--- src/rtl/mem_arbiter_if.sv ---
// Bundles the fetch, data and memory-port signals of the memory arbiter.
// slave is the arbiter's view; master is the view of the pipeline/memory around it.
interface mem_arbiter_if;
  logic        if_req;
  logic [31:0] if_addr;
  logic        if_kill;
  logic        if_ready;
  logic [31:0] if_rdata;
  logic        if_stall;

  logic        d_req;
  logic        d_we;
  logic [31:0] d_addr;
  logic [31:0] d_wdata;
  logic        d_ready;
  logic [31:0] d_rdata;
  logic        d_stall;

  logic        mem_req;
  logic        mem_we;
  logic [31:0] mem_addr;
  logic [31:0] mem_wdata;
  logic [31:0] mem_rdata;
  logic        mem_ack;

  modport slave (
    input  if_req, if_addr, if_kill,
    input  d_req, d_we, d_addr, d_wdata,
    input  mem_rdata, mem_ack,
    output if_ready, if_rdata, if_stall,
    output d_ready, d_rdata, d_stall,
    output mem_req, mem_we, mem_addr, mem_wdata
  );

  modport master (
    output if_req, if_addr, if_kill,
    output d_req, d_we, d_addr, d_wdata,
    output mem_rdata, mem_ack,
    input  if_ready, if_rdata, if_stall,
    input  d_ready, d_rdata, d_stall,
    input  mem_req, mem_we, mem_addr, mem_wdata
  );
endinterface

--- src/rtl/mem_arbiter.sv ---
// Shares one memory port between instruction fetch and data accesses.
// Data has priority; a streak counter forces a fetch grant after STARVE_LIMIT data grants.
module mem_arbiter #(
  parameter int STARVE_LIMIT = 4
) (
  input  logic          clk,
  input  logic          rst,
  mem_arbiter_if.slave  bus
);

  localparam int SW = $clog2(STARVE_LIMIT + 1);
  localparam logic [SW-1:0] LIMIT = SW'(STARVE_LIMIT);

  typedef enum logic [1:0] {IDLE, FETCH, DATA, RESP} state_t;

  state_t        state;
  logic [SW-1:0] streak;
  logic          kill;
  logic          starving;

  assign starving     = bus.d_req & bus.if_req & (streak == LIMIT);
  assign bus.if_stall = bus.if_req & ~bus.if_ready;
  assign bus.d_stall  = bus.d_req & ~bus.d_ready;

  // Transaction sequencer; requests are only sampled in IDLE, every output is registered.
  always_ff @(posedge clk or posedge rst) begin
    if (rst) begin
      state         <= IDLE;
      streak        <= '0;
      kill          <= 1'b0;
      bus.mem_req   <= 1'b0;
      bus.mem_we    <= 1'b0;
      bus.mem_addr  <= 32'h0;
      bus.mem_wdata <= 32'h0;
      bus.if_ready  <= 1'b0;
      bus.d_ready   <= 1'b0;
      bus.if_rdata  <= 32'h00000013;
      bus.d_rdata   <= 32'h0;
    end else begin
      case (state)
        IDLE: begin
          if (bus.d_req && !starving) begin
            state         <= DATA;
            bus.mem_req   <= 1'b1;
            bus.mem_we    <= bus.d_we;
            bus.mem_addr  <= bus.d_addr;
            bus.mem_wdata <= bus.d_wdata;
            if (!bus.if_req)
              streak <= '0;
            else if (streak != LIMIT)
              streak <= streak + SW'(1);
          end else if (bus.if_req) begin
            state        <= FETCH;
            bus.mem_req  <= 1'b1;
            bus.mem_we   <= 1'b0;
            bus.mem_addr <= bus.if_addr;
            streak       <= '0;
          end
        end

        // A kill arriving with or before the ack still lets the bus cycle finish,
        // but the instruction is discarded.
        FETCH: begin
          if (bus.if_kill)
            kill <= 1'b1;
          if (bus.mem_ack) begin
            state       <= RESP;
            bus.mem_req <= 1'b0;
            bus.mem_we  <= 1'b0;
            if (!(kill || bus.if_kill)) begin
              bus.if_ready <= 1'b1;
              bus.if_rdata <= bus.mem_rdata;
            end
          end
        end

        DATA: begin
          if (bus.mem_ack) begin
            state       <= RESP;
            bus.mem_req <= 1'b0;
            bus.mem_we  <= 1'b0;
            bus.d_ready <= 1'b1;
            if (!bus.mem_we)
              bus.d_rdata <= bus.mem_rdata;
          end
        end

        RESP: begin
          state        <= IDLE;
          bus.if_ready <= 1'b0;
          bus.d_ready  <= 1'b0;
          kill         <= 1'b0;
        end

        default: state <= IDLE;
      endcase
    end
  end

endmodule
--- src/flat_wrapper.sv ---
// flat-port wrapper written by rule: the top's interface ports become plain ports
module mem_arbiter_flat 
#(
  parameter int STARVE_LIMIT = 4
)
  (clk, rst, bus_if_req, bus_if_addr, bus_if_kill, bus_d_req, bus_d_we, bus_d_addr, bus_d_wdata, bus_mem_rdata, bus_mem_ack, bus_if_ready, bus_if_rdata, bus_if_stall, bus_d_ready, bus_d_rdata, bus_d_stall, bus_mem_req, bus_mem_we, bus_mem_addr, bus_mem_wdata);
  mem_arbiter_if bus_i ();
  input  logic clk;
  input  logic rst;
  input wire logic [$bits(bus_i.if_req)-1:0] bus_if_req;
  input wire logic [$bits(bus_i.if_addr)-1:0] bus_if_addr;
  input wire logic [$bits(bus_i.if_kill)-1:0] bus_if_kill;
  input wire logic [$bits(bus_i.d_req)-1:0] bus_d_req;
  input wire logic [$bits(bus_i.d_we)-1:0] bus_d_we;
  input wire logic [$bits(bus_i.d_addr)-1:0] bus_d_addr;
  input wire logic [$bits(bus_i.d_wdata)-1:0] bus_d_wdata;
  input wire logic [$bits(bus_i.mem_rdata)-1:0] bus_mem_rdata;
  input wire logic [$bits(bus_i.mem_ack)-1:0] bus_mem_ack;
  output wire logic [$bits(bus_i.if_ready)-1:0] bus_if_ready;
  output wire logic [$bits(bus_i.if_rdata)-1:0] bus_if_rdata;
  output wire logic [$bits(bus_i.if_stall)-1:0] bus_if_stall;
  output wire logic [$bits(bus_i.d_ready)-1:0] bus_d_ready;
  output wire logic [$bits(bus_i.d_rdata)-1:0] bus_d_rdata;
  output wire logic [$bits(bus_i.d_stall)-1:0] bus_d_stall;
  output wire logic [$bits(bus_i.mem_req)-1:0] bus_mem_req;
  output wire logic [$bits(bus_i.mem_we)-1:0] bus_mem_we;
  output wire logic [$bits(bus_i.mem_addr)-1:0] bus_mem_addr;
  output wire logic [$bits(bus_i.mem_wdata)-1:0] bus_mem_wdata;
  assign bus_i.if_req = bus_if_req;
  assign bus_i.if_addr = bus_if_addr;
  assign bus_i.if_kill = bus_if_kill;
  assign bus_i.d_req = bus_d_req;
  assign bus_i.d_we = bus_d_we;
  assign bus_i.d_addr = bus_d_addr;
  assign bus_i.d_wdata = bus_d_wdata;
  assign bus_i.mem_rdata = bus_mem_rdata;
  assign bus_i.mem_ack = bus_mem_ack;
  assign bus_if_ready = bus_i.if_ready;
  assign bus_if_rdata = bus_i.if_rdata;
  assign bus_if_stall = bus_i.if_stall;
  assign bus_d_ready = bus_i.d_ready;
  assign bus_d_rdata = bus_i.d_rdata;
  assign bus_d_stall = bus_i.d_stall;
  assign bus_mem_req = bus_i.mem_req;
  assign bus_mem_we = bus_i.mem_we;
  assign bus_mem_addr = bus_i.mem_addr;
  assign bus_mem_wdata = bus_i.mem_wdata;
  mem_arbiter #(.STARVE_LIMIT(STARVE_LIMIT)) u_core (.clk(clk), .rst(rst), .bus(bus_i));
endmodule
--- config.mk ---
export PLATFORM = sky130hd
export DESIGN_NAME = mem_arbiter_flat
export DESIGN_NICKNAME = d
export VERILOG_FILES = /design/src/rtl/mem_arbiter_if.sv /design/src/rtl/mem_arbiter.sv /design/src/flat_wrapper.sv
export SDC_FILE = /design/constraint.sdc
export NUM_CORES = 1
export LEC_CHECK = 0
export ABC_AREA = 0
export ABC_CLOCK_PERIOD_IN_PS = 5000
export CAP_MARGIN = 20
export CELL_PAD_IN_SITES_DETAIL_PLACEMENT = 0
export CELL_PAD_IN_SITES_GLOBAL_PLACEMENT = 1
export CORE_ASPECT_RATIO = 1.1
export CORE_MARGIN = 2
export CORE_UTILIZATION = 48
export DETAILED_ROUTE_END_ITERATION = 10
export DONT_BUFFER_PORTS = 1
export HOLD_SLACK_MARGIN = 0.08
export PLACE_DENSITY_LB_ADDON = 0.1
export SLEW_MARGIN = 10
export SYNTH_ARGS = -nofsm -noshare
export SYNTH_HDL_FRONTEND = slang
export SYNTH_SLANG_ARGS = --single-unit
--- constraint.sdc ---
create_clock -name clk -period 5 [get_ports clk]
set_input_delay 0.25 -clock clk [delete_from_list [all_inputs] [get_ports clk]]
set_output_delay 0.25 -clock clk [all_outputs]
set_load 0.1 [all_outputs]
==> results of run 1 <==
metrics by stage:
step | area, um^2 | setup WS, ns | utilization | hold WS [ns] | std cells
2_1_floorplan | 5900 | 1.06 | - | 0.359 | 449
3_3_place_gp | 5960 | 2.51 | 0.495 | 0.256 | 574
3_5_place_dp | 5980 | 2.45 | 0.497 | 0.263 | 575
kinds of logic after synthesis:
group           share of synthesized area
flops                               0.586
simple gates                       0.0955
mux                                 0.211
compound gates                     0.0571
buf+inv                            0.0357
fa+ha+maj                          0.0149
cells in the mapped netlist (5+ instances only):
master	count
dfrtp_1	135
mux2_2	68
nand2_1	65
nand4_1	32
o211ai_1	32
mux2_4	29
buf_2	15
clkbuf_1	13
inv_1	8
ha_1	7
nor2_1	5
==> results.md, run 1 <==
| Item | Value | Unit |
|:---|:---|:---|
| Fail Step | clock tree synthesis | - |
| Post-synth EDFFs | 0 | - |
| CTS hold repair buffers | 123 | - |
| Die outline height | 120 | um |
| Syn nets | 591 | - |
| Number of synthesized register bits | 138 | - |
| Clock Root Buffer | clkbuf_16 | - |
| Number of clock sinks seen by CTS | 138 | - |
| Status | stopped before the end | - |
| Error message | [ERROR RSZ-0060] Max buffer count reached. | - |
| Count of distinct cell types in the synthesized netlist | 35 | - |
| Share of Yosys cell area claimed by the top area cell type | 0.573 | - |
| Post-synthesis instance total | 449 | - |
| HPWL Detailed | 9270 | um |
| Area of the mapped netlist | 5900 | um^2 |
| Starting utilization of the core area | 0.490 | - |
| Post_cts resized | 0 | - |
| Setup repair bufs after CTS | 0 | - |
| Port-buffer cells | 0 | - |
| Primary flip-flop cell chosen by synthesis mapping | dfrtp_1 | - |
| Mapped Avg Cell Area | 13.1 | um^2 |
| Chip width | 110 | um |
| Number of standard-cell rows in the floorplan | 42 | - |
| Fraction of registers with async set or reset after synthesis | 1.00 | - |
| Post-synthesis sequential area ratio | 0.586 | - |
| Placer's final routability congestion estimate | 0.740 | - |
| Largest buffer count on any clock path | 2 | - |
| Biggest area consumer among synthesized cells | dfrtp_1 | - |
| Leading post-synthesis cells by cell area | dfrtp_1, mux2_2, mux2_4 | - |
| YS warnings | 0 | - |
| H-tree lvl count | 4 | - |
| Total CTS buffers | 17 | - |
| Number of top-level pins | 269 | - |
==> run 2: changes to the inputs <==
--- a/config.mk
+++ b/config.mk
@@ -8,15 +8,11 @@
 export ABC_AREA = 0
 export ABC_CLOCK_PERIOD_IN_PS = 5000
 export CAP_MARGIN = 20
-export CELL_PAD_IN_SITES_DETAIL_PLACEMENT = 0
-export CELL_PAD_IN_SITES_GLOBAL_PLACEMENT = 1
-export CORE_ASPECT_RATIO = 1.1
 export CORE_MARGIN = 2
-export CORE_UTILIZATION = 48
+export CORE_UTILIZATION = 35
 export DETAILED_ROUTE_END_ITERATION = 10
 export DONT_BUFFER_PORTS = 1
-export HOLD_SLACK_MARGIN = 0.08
-export PLACE_DENSITY_LB_ADDON = 0.1
+export PLACE_DENSITY_LB_ADDON = 0.15
 export SLEW_MARGIN = 10
 export SYNTH_ARGS = -nofsm -noshare
 export SYNTH_HDL_FRONTEND = slang
==> run 2 against run 1 <==
Net effect:
- the run now ends clean
- area after synthesis unchanged
- synthesized cell count unchanged
==> results.md, run 2 <==
| Item | Value | Unit |
|:---|:---|:---|
| Status | finished clean | - |
| Total routing resource utilization after global routing | 0.164 | - |
| Cell class contributing the biggest share of worst-path delay | simple AND/OR/NAND/NOR gates | - |
| Clk pin slew, worst setup/hold paths | 0.06 | ns |
| Primary flip-flop cell chosen by synthesis mapping | dfrtp_1 | - |
| Fmax | 0.387 | GHz |
| Number of max-slew violations in the final report | 0 | - |
| Final clock skew | 0.00852 | ns |
| Count of distinct cell types in the synthesized netlist | 35 | - |
| Port-buffer cells | 0 | - |
| Placer's final routability congestion estimate | 0.779 | - |
| Most common cell after layout, fill and taps aside | dfrtp_1 | - |
| Final-report hold violation count | 0 | - |
| Post-synthesis sequential area ratio | 0.586 | - |
| Filler cell count in the final layout | 1470 | - |
| Required time of the critical path | 5.29 | ns |
| Buf/Inv on CP | 2 | - |
| Wire length of the first global-routing pass | 23000 | um |
| Share of final-layout standard cells stronger than drive strength 1 | 0.255 | - |
| Storage cell area | 3460 | um^2 |
| Fraction of registers with async set or reset after synthesis | 1.00 | - |
| RSZ-0062 raised after global routing | false | - |
| Portion of the clock cycle consumed by the worst path in the final layout | 0.517 | - |
| Commonest cells after routing, fill and taps aside | dfrtp_1, dlygate4sd3_1, mux2_2 | - |
| Post-synthesis instance total | 449 | - |
| Drt first-iter violations | 183 | - |
| Worst path cell trace | inv_1, ha_1, buf_4, and3_2, mux2_2 | - |
| Antenna diodes | 0 | - |
| Class of the tightest hold or removal check | primary input to flop | - |
| Worst Path Arrival | 2.87 | ns |
| Number of synthesized register bits | 138 | - |
| Total Neg Setup Slack | 0 | ns |
| TritonCTS clock tree | yes | - |
| Total CTS buffers | 17 | - |
| Post_cts resized | 0 | - |
| Area occupied by multi-input gates | 2240 | um^2 |
| Worst slew margin relative to its limit | 0.249 | - |
| H-tree lvl count | 4 | - |
| Max-capacitance violation count | 0 | - |
| Number of top-level pins | 269 | - |
| Max Fanout on Critical Path | 38 | - |
| Drt pass-1 iters | 4 | - |
| Worst Max-Slew Pin Slew | 1.12 | ns |
| Area of the mapped netlist | 5900 | um^2 |
| Number of global-route vias before repair | 4141 | - |
| Later-pin clock latency in the skew report | 0.41 | ns |
| End-of-flow core utilization | 0.461 | - |
| Most common cell in the netlist | dfrtp_1 | - |
| Chip width | 134 | um |
| Syn nets | 591 | - |
| Number of antenna violations at the first check in global routing | 0 | - |
| Total routed wirelength | 14800 | um |
| Starting utilization of the core area | 0.357 | - |
| Pin count of the biggest net entering global routing | 82 | - |
| Critical Path Sink Type | flop | - |
| Die outline height | 134 | um |
| Share of Yosys cell area claimed by the top area cell type | 0.573 | - |
| Final global-route overflow total | 0 | - |
| Largest buffer count on any clock path | 2 | - |
| Most common library cells after synthesis | dfrtp_1, mux2_2, nand2_1, nand4_1, o211ai_1 | - |
| Slowest cell on the critical path | and3_2 | - |
| Biggest area consumer among synthesized cells | dfrtp_1 | - |
| HPWL Detailed | 9620 | um |
| Area Growth Syn to Fin | 29.4 | % |
| Avg WL per Cell | 19.3 | um |
| YS warnings | 0 | - |
| Clock Root Buffer | clkbuf_16 | - |
| Setup Viol. Count Final | 0 | - |
| Post-route minimum period | 2.58 | ns |
| Number of clock sinks seen by CTS | 138 | - |
| Final routed DRC violation total | 0 | - |
| Mapped Avg Cell Area | 13.1 | um^2 |
| Leading post-synthesis cells by cell area | dfrtp_1, mux2_2, mux2_4 | - |
| Via count | 3885 | - |
| Via-per-instance ratio | 5.06 | - |
| Type of the setup path with the least slack | flop to flop | - |
| Number of standard-cell rows in the floorplan | 47 | - |
| Type of origin of the critical path | flop | - |
| Routed Antenna Nets | 0 | - |
| Core Region | 16500 | um^2 |
| Overall die area | 17900 | um^2 |
| Delay of the slowest critical-path stage | 0.98 | ns |
| Post-synth EDFFs | 0 | - |
| Net total in the final layout | 677 | - |
[run 2: cell counts after synthesis]
Identical to the previous run, type by type.
[run 2: per-stage QoR]
stage	hold slack, ns	setup slack, ns	std cells	cell area (um^2)
final	0.0238	2.42	768	7630
after detailed placement	0.308	2.39	640	6040
after floorplan	0.359	1.06	449	5900
after CTS	0.00000180	2.38	767	7610
after global routing	0.00668	2.24	768	7630
after global placement	0.295	2.50	640	6040
[run 2: per-layer routing]
metal	track usage	routed length, um	share of wire	up-vias
met2	0.286	7650	0.52	161
met3	0.0522	1080	0.073	20
met5	0	0	0	-
met1	0.185	5800	0.39	1935
li1	-	-	-	1769
met4	0.0727	308	0.021	0
[run 2: worst reg2reg max path: stages, from the launching register on]
cell,delay [ns]
dfrtp_1,0.41
inv_1,0.12
ha_1,0.17
buf_4,0.36
and3_2,0.99
mux2_2,0.43
[run 2: path summary, 6_finish.rpt]
path | slack (ns) | from | depth (start not counted) | end
max | 2.42 | u_core.state[0] | 5 | u_core.bus.mem_wdata[28]
min | 0.02 | bus_if_addr[29] | 2 | u_core.bus.mem_addr[29]
max reg2reg | 2.42 | u_core.state[0] | 5 | u_core.bus.mem_wdata[28]
min reg2reg | 0.56 | u_core.kill | 2 | u_core.kill
max in group asynchronous | 3.26 | rst | 3 | u_core.bus.if_rdata[22]
min in group asynchronous | 0.45 | rst | 2 | u_core.bus.d_rdata[2]
[run 2: area by class of cell]
class,instances,share of cell area
Inverter,8,0.00459
Timing Repair Buffer,101,0.132
Clock buffer,25,0.0623
Sequential cell,138,0.453
Multi-Input combinational cell,269,0.294
Clock inverter,7,0.0185
Tap cell,220,0.0361
[run 2: logic make-up after synthesis]
logic type | count (synthesis) | synth area share
compound gates | 46 | 0.0571
simple gates | 115 | 0.0955
fa+ha+maj | 7 | 0.0149
mux | 101 | 0.211
buf+inv | 42 | 0.0357
flops | 138 | 0.586
[run 2: repair_timing]
item,4_1_cts,5_1_grt
hold buffers,95,0
endpoints found under the hold margin,207,0
setup buffers,0,0
Power of run 2 is not shown: default switching activity piles up to over one toggle a cycle in this logic, so the estimate is an artifact.
==> run 3: changes to the inputs <==
--- a/config.mk
+++ b/config.mk
@@ -6,7 +6,7 @@
 export NUM_CORES = 1
 export LEC_CHECK = 0
 export ABC_AREA = 0
-export ABC_CLOCK_PERIOD_IN_PS = 5000
+export ABC_CLOCK_PERIOD_IN_PS = 2100
 export CAP_MARGIN = 20
 export CORE_MARGIN = 2
 export CORE_UTILIZATION = 35
==> constraint.sdc (replaced) <==
create_clock -name clk -period 2.1 [get_ports clk]
set_input_delay 0.105 -clock clk [delete_from_list [all_inputs] [get_ports clk]]
set_output_delay 0.105 -clock clk [all_outputs]
set_load 0.1 [all_outputs]
==> run 3 against run 2 <==
Net effect:
- via count grew 21%
- sequential share of layout area fell by 7.7 points
- core utilization grew 9.4 points
- clock-buffer cell count fell by 5
- non-clock buffer count rose by 185
- clock skew is 0.0035 ns lower
- register-to-register slack worse by 2.4 ns
- worst hold slack gained 0.057 ns
- die area unchanged
- flip-flop and latch count unchanged
- fmax is 26% higher
- critical endpoint is now u_core.bus.mem_addr[22]
- highest routed layer unchanged
==> results.md, run 3 (same netlist as run 2, synthesis figures left out) <==
| Item | Value | Unit |
|:---|:---|:---|
| Routed Antenna Nets | 0 | - |
| Number of global-route vias before repair | 4971 | - |
| Critical Path Sink Type | flop | - |
| Drt first-iter violations | 221 | - |
| Class of the tightest hold or removal check | primary input to flop | - |
| Number of standard-cell rows in the floorplan | 47 | - |
| Commonest cells after routing, fill and taps aside | buf_4, dlygate4sd3_1, dfrtp_1 | - |
| Max Fanout on Critical Path | 16 | - |
| Chip width | 134 | um |
| Post-route minimum period | 2.04 | ns |
| Storage cell area | 3460 | um^2 |
| Post-route worst setup slack | 0.0575 | ns |
| Type of origin of the critical path | flop | - |
| Share of final-layout standard cells stronger than drive strength 1 | 0.404 | - |
| Clock Root Buffer | clkbuf_16 | - |
| Required time of the critical path | 2.45 | ns |
| Portion of the clock cycle consumed by the worst path in the final layout | 0.973 | - |
| Drt pass-1 iters | 5 | - |
| Worst path cell trace | inv_2, ha_1, buf_4, o21a_4, buf_12, nand2_1, o211ai_1, dlygate4sd3_1 | - |
| Placer's final routability congestion estimate | 0.781 | - |
| Avg WL per Cell | 17.6 | um |
| Hold slack | 0.0812 | ns |
| Via count | 4691 | - |
| HPWL Detailed | 10600 | um |
| Post-Place Cells | 781 | - |
| Worst Max-Slew Pin Slew | 0.904 | ns |
| Core Region | 16500 | um^2 |
| Slowest cell on the critical path | dlygate4sd3_1 | - |
| Non-filler instance count after layout | 953 | - |
| Number of clock sinks seen by CTS | 138 | - |
| Wire length of the first global-routing pass | 25900 | um |
| Post-place setup slack | 0.338 | ns |
| Final routed DRC violation total | 0 | - |
| Total Neg Setup Slack | 0 | ns |
| Max-capacitance violation count | 0 | - |
| Worst Path Arrival | 2.39 | ns |
| TritonCTS clock tree | yes | - |
| Worst slew margin relative to its limit | 0.396 | - |
| Total routed wirelength | 16700 | um |
| Later-pin clock latency in the skew report | 0.41 | ns |
| Type of the setup path with the least slack | flop to flop | - |
| Clk pin slew, worst setup/hold paths | 0.06 | ns |
| Area occupied by multi-input gates | 2260 | um^2 |
| H-tree lvl count | 4 | - |
| Final global-route overflow total | 0 | - |
| Area Growth Syn to Fin | 55.6 | % |
| Largest buffer count on any clock path | 2 | - |
| Via-per-instance ratio | 4.92 | - |
| Number of antenna violations at the first check in global routing | 0 | - |
| Delay of the slowest critical-path stage | 0.57 | ns |
| Starting utilization of the core area | 0.357 | - |
| Overall die area | 17900 | um^2 |
| Pin count of the biggest net entering global routing | 54 | - |
| Net total in the final layout | 862 | - |
| Setup Viol. Count Final | 0 | - |
| Fmax | 0.490 | GHz |
| Number of top-level pins | 269 | - |
| Total CTS buffers | 17 | - |
| Final-report hold violation count | 0 | - |
| Number of max-slew violations in the final report | 0 | - |
| Total routing resource utilization after global routing | 0.186 | - |
| Filler cell count in the final layout | 1383 | - |
| RSZ-0062 raised after global routing | true | - |
| Final clock skew | 0.00505 | ns |
| Most common cell after layout, fill and taps aside | buf_4 | - |
| Port-buffer cells | 0 | - |
| Die outline height | 134 | um |
| Status | finished clean | - |
| Antenna diodes | 0 | - |
==> run 3: cell count changes in the layout (fill, tap and decap cells not counted), sizes merged <==
| cell | change |
|---|---|
| clkinvlp | +3 |
| dlygate4sd3 | +40 |
| buf | +143 |
| inv | +2 |
| clkinv | +3 |
| dlymetal6s4s | +1 |
| bufinv | -3 |
| clkbuf | -4 |
==> run 3: final timing paths <==
check,end,slack [ns],startpoint,cells after the start
setup reg to reg,u_core.bus.mem_addr[22],0.06,u_core.state[0],8
max in group asynchronous,u_core.streak[0],1.24,rst,3
hold reg to reg,u_core.bus.mem_wdata[30],0.51,u_core.bus.mem_wdata[30],1
min in group asynchronous,u_core.bus.if_rdata[6],0.34,rst,3
setup / recovery,u_core.bus.mem_addr[22],0.06,u_core.state[0],8
hold / removal,u_core.bus.mem_req,0.08,bus_mem_ack,3
==> run 3: per-stage QoR <==
stage	cell area, um^2	utilization
2_1_floorplan	5900	-
3_3_place_gp	7160	0.433
3_5_place_dp	7160	0.433
4_1_cts	9080	0.549
5_1_grt	9180	0.555
6_report	9180	0.555
==> run 3: what timing repair did <==
action	CTS	global route
buffers inserted	0	3
resized for setup	0	11
endpoints found under the hold margin	271	2
setup endpoints to repair	0	15
hold buffers	134	4
==> run 3: layer usage <==
layer,GRT usage,wire length [um]
met5,0,0
met4,0.0887,473
met3,0.0495,1110
met2,0.321,8680
met1,0.215,6480
==> run 3: layout make-up <==
class                      instances  share of cell area
multi-input combinational        269               0.246
sequential                       138               0.377
timing repair buffer             286               0.280
clock buffer                      20              0.0509
clock inverter                    12              0.0125
inverter                           8             0.00368
tap                              220              0.0300
==> run 3: worst max-delay path: cells and delay by family (launching register included) <==
kind            cells  cell delay [ns]
buf+inv             4             0.97
fa+ha+maj           1             0.17
compound gates      2             0.34
flops               1             0.42
simple gates        1             0.07
Power of run 3 is left out for the same reason.
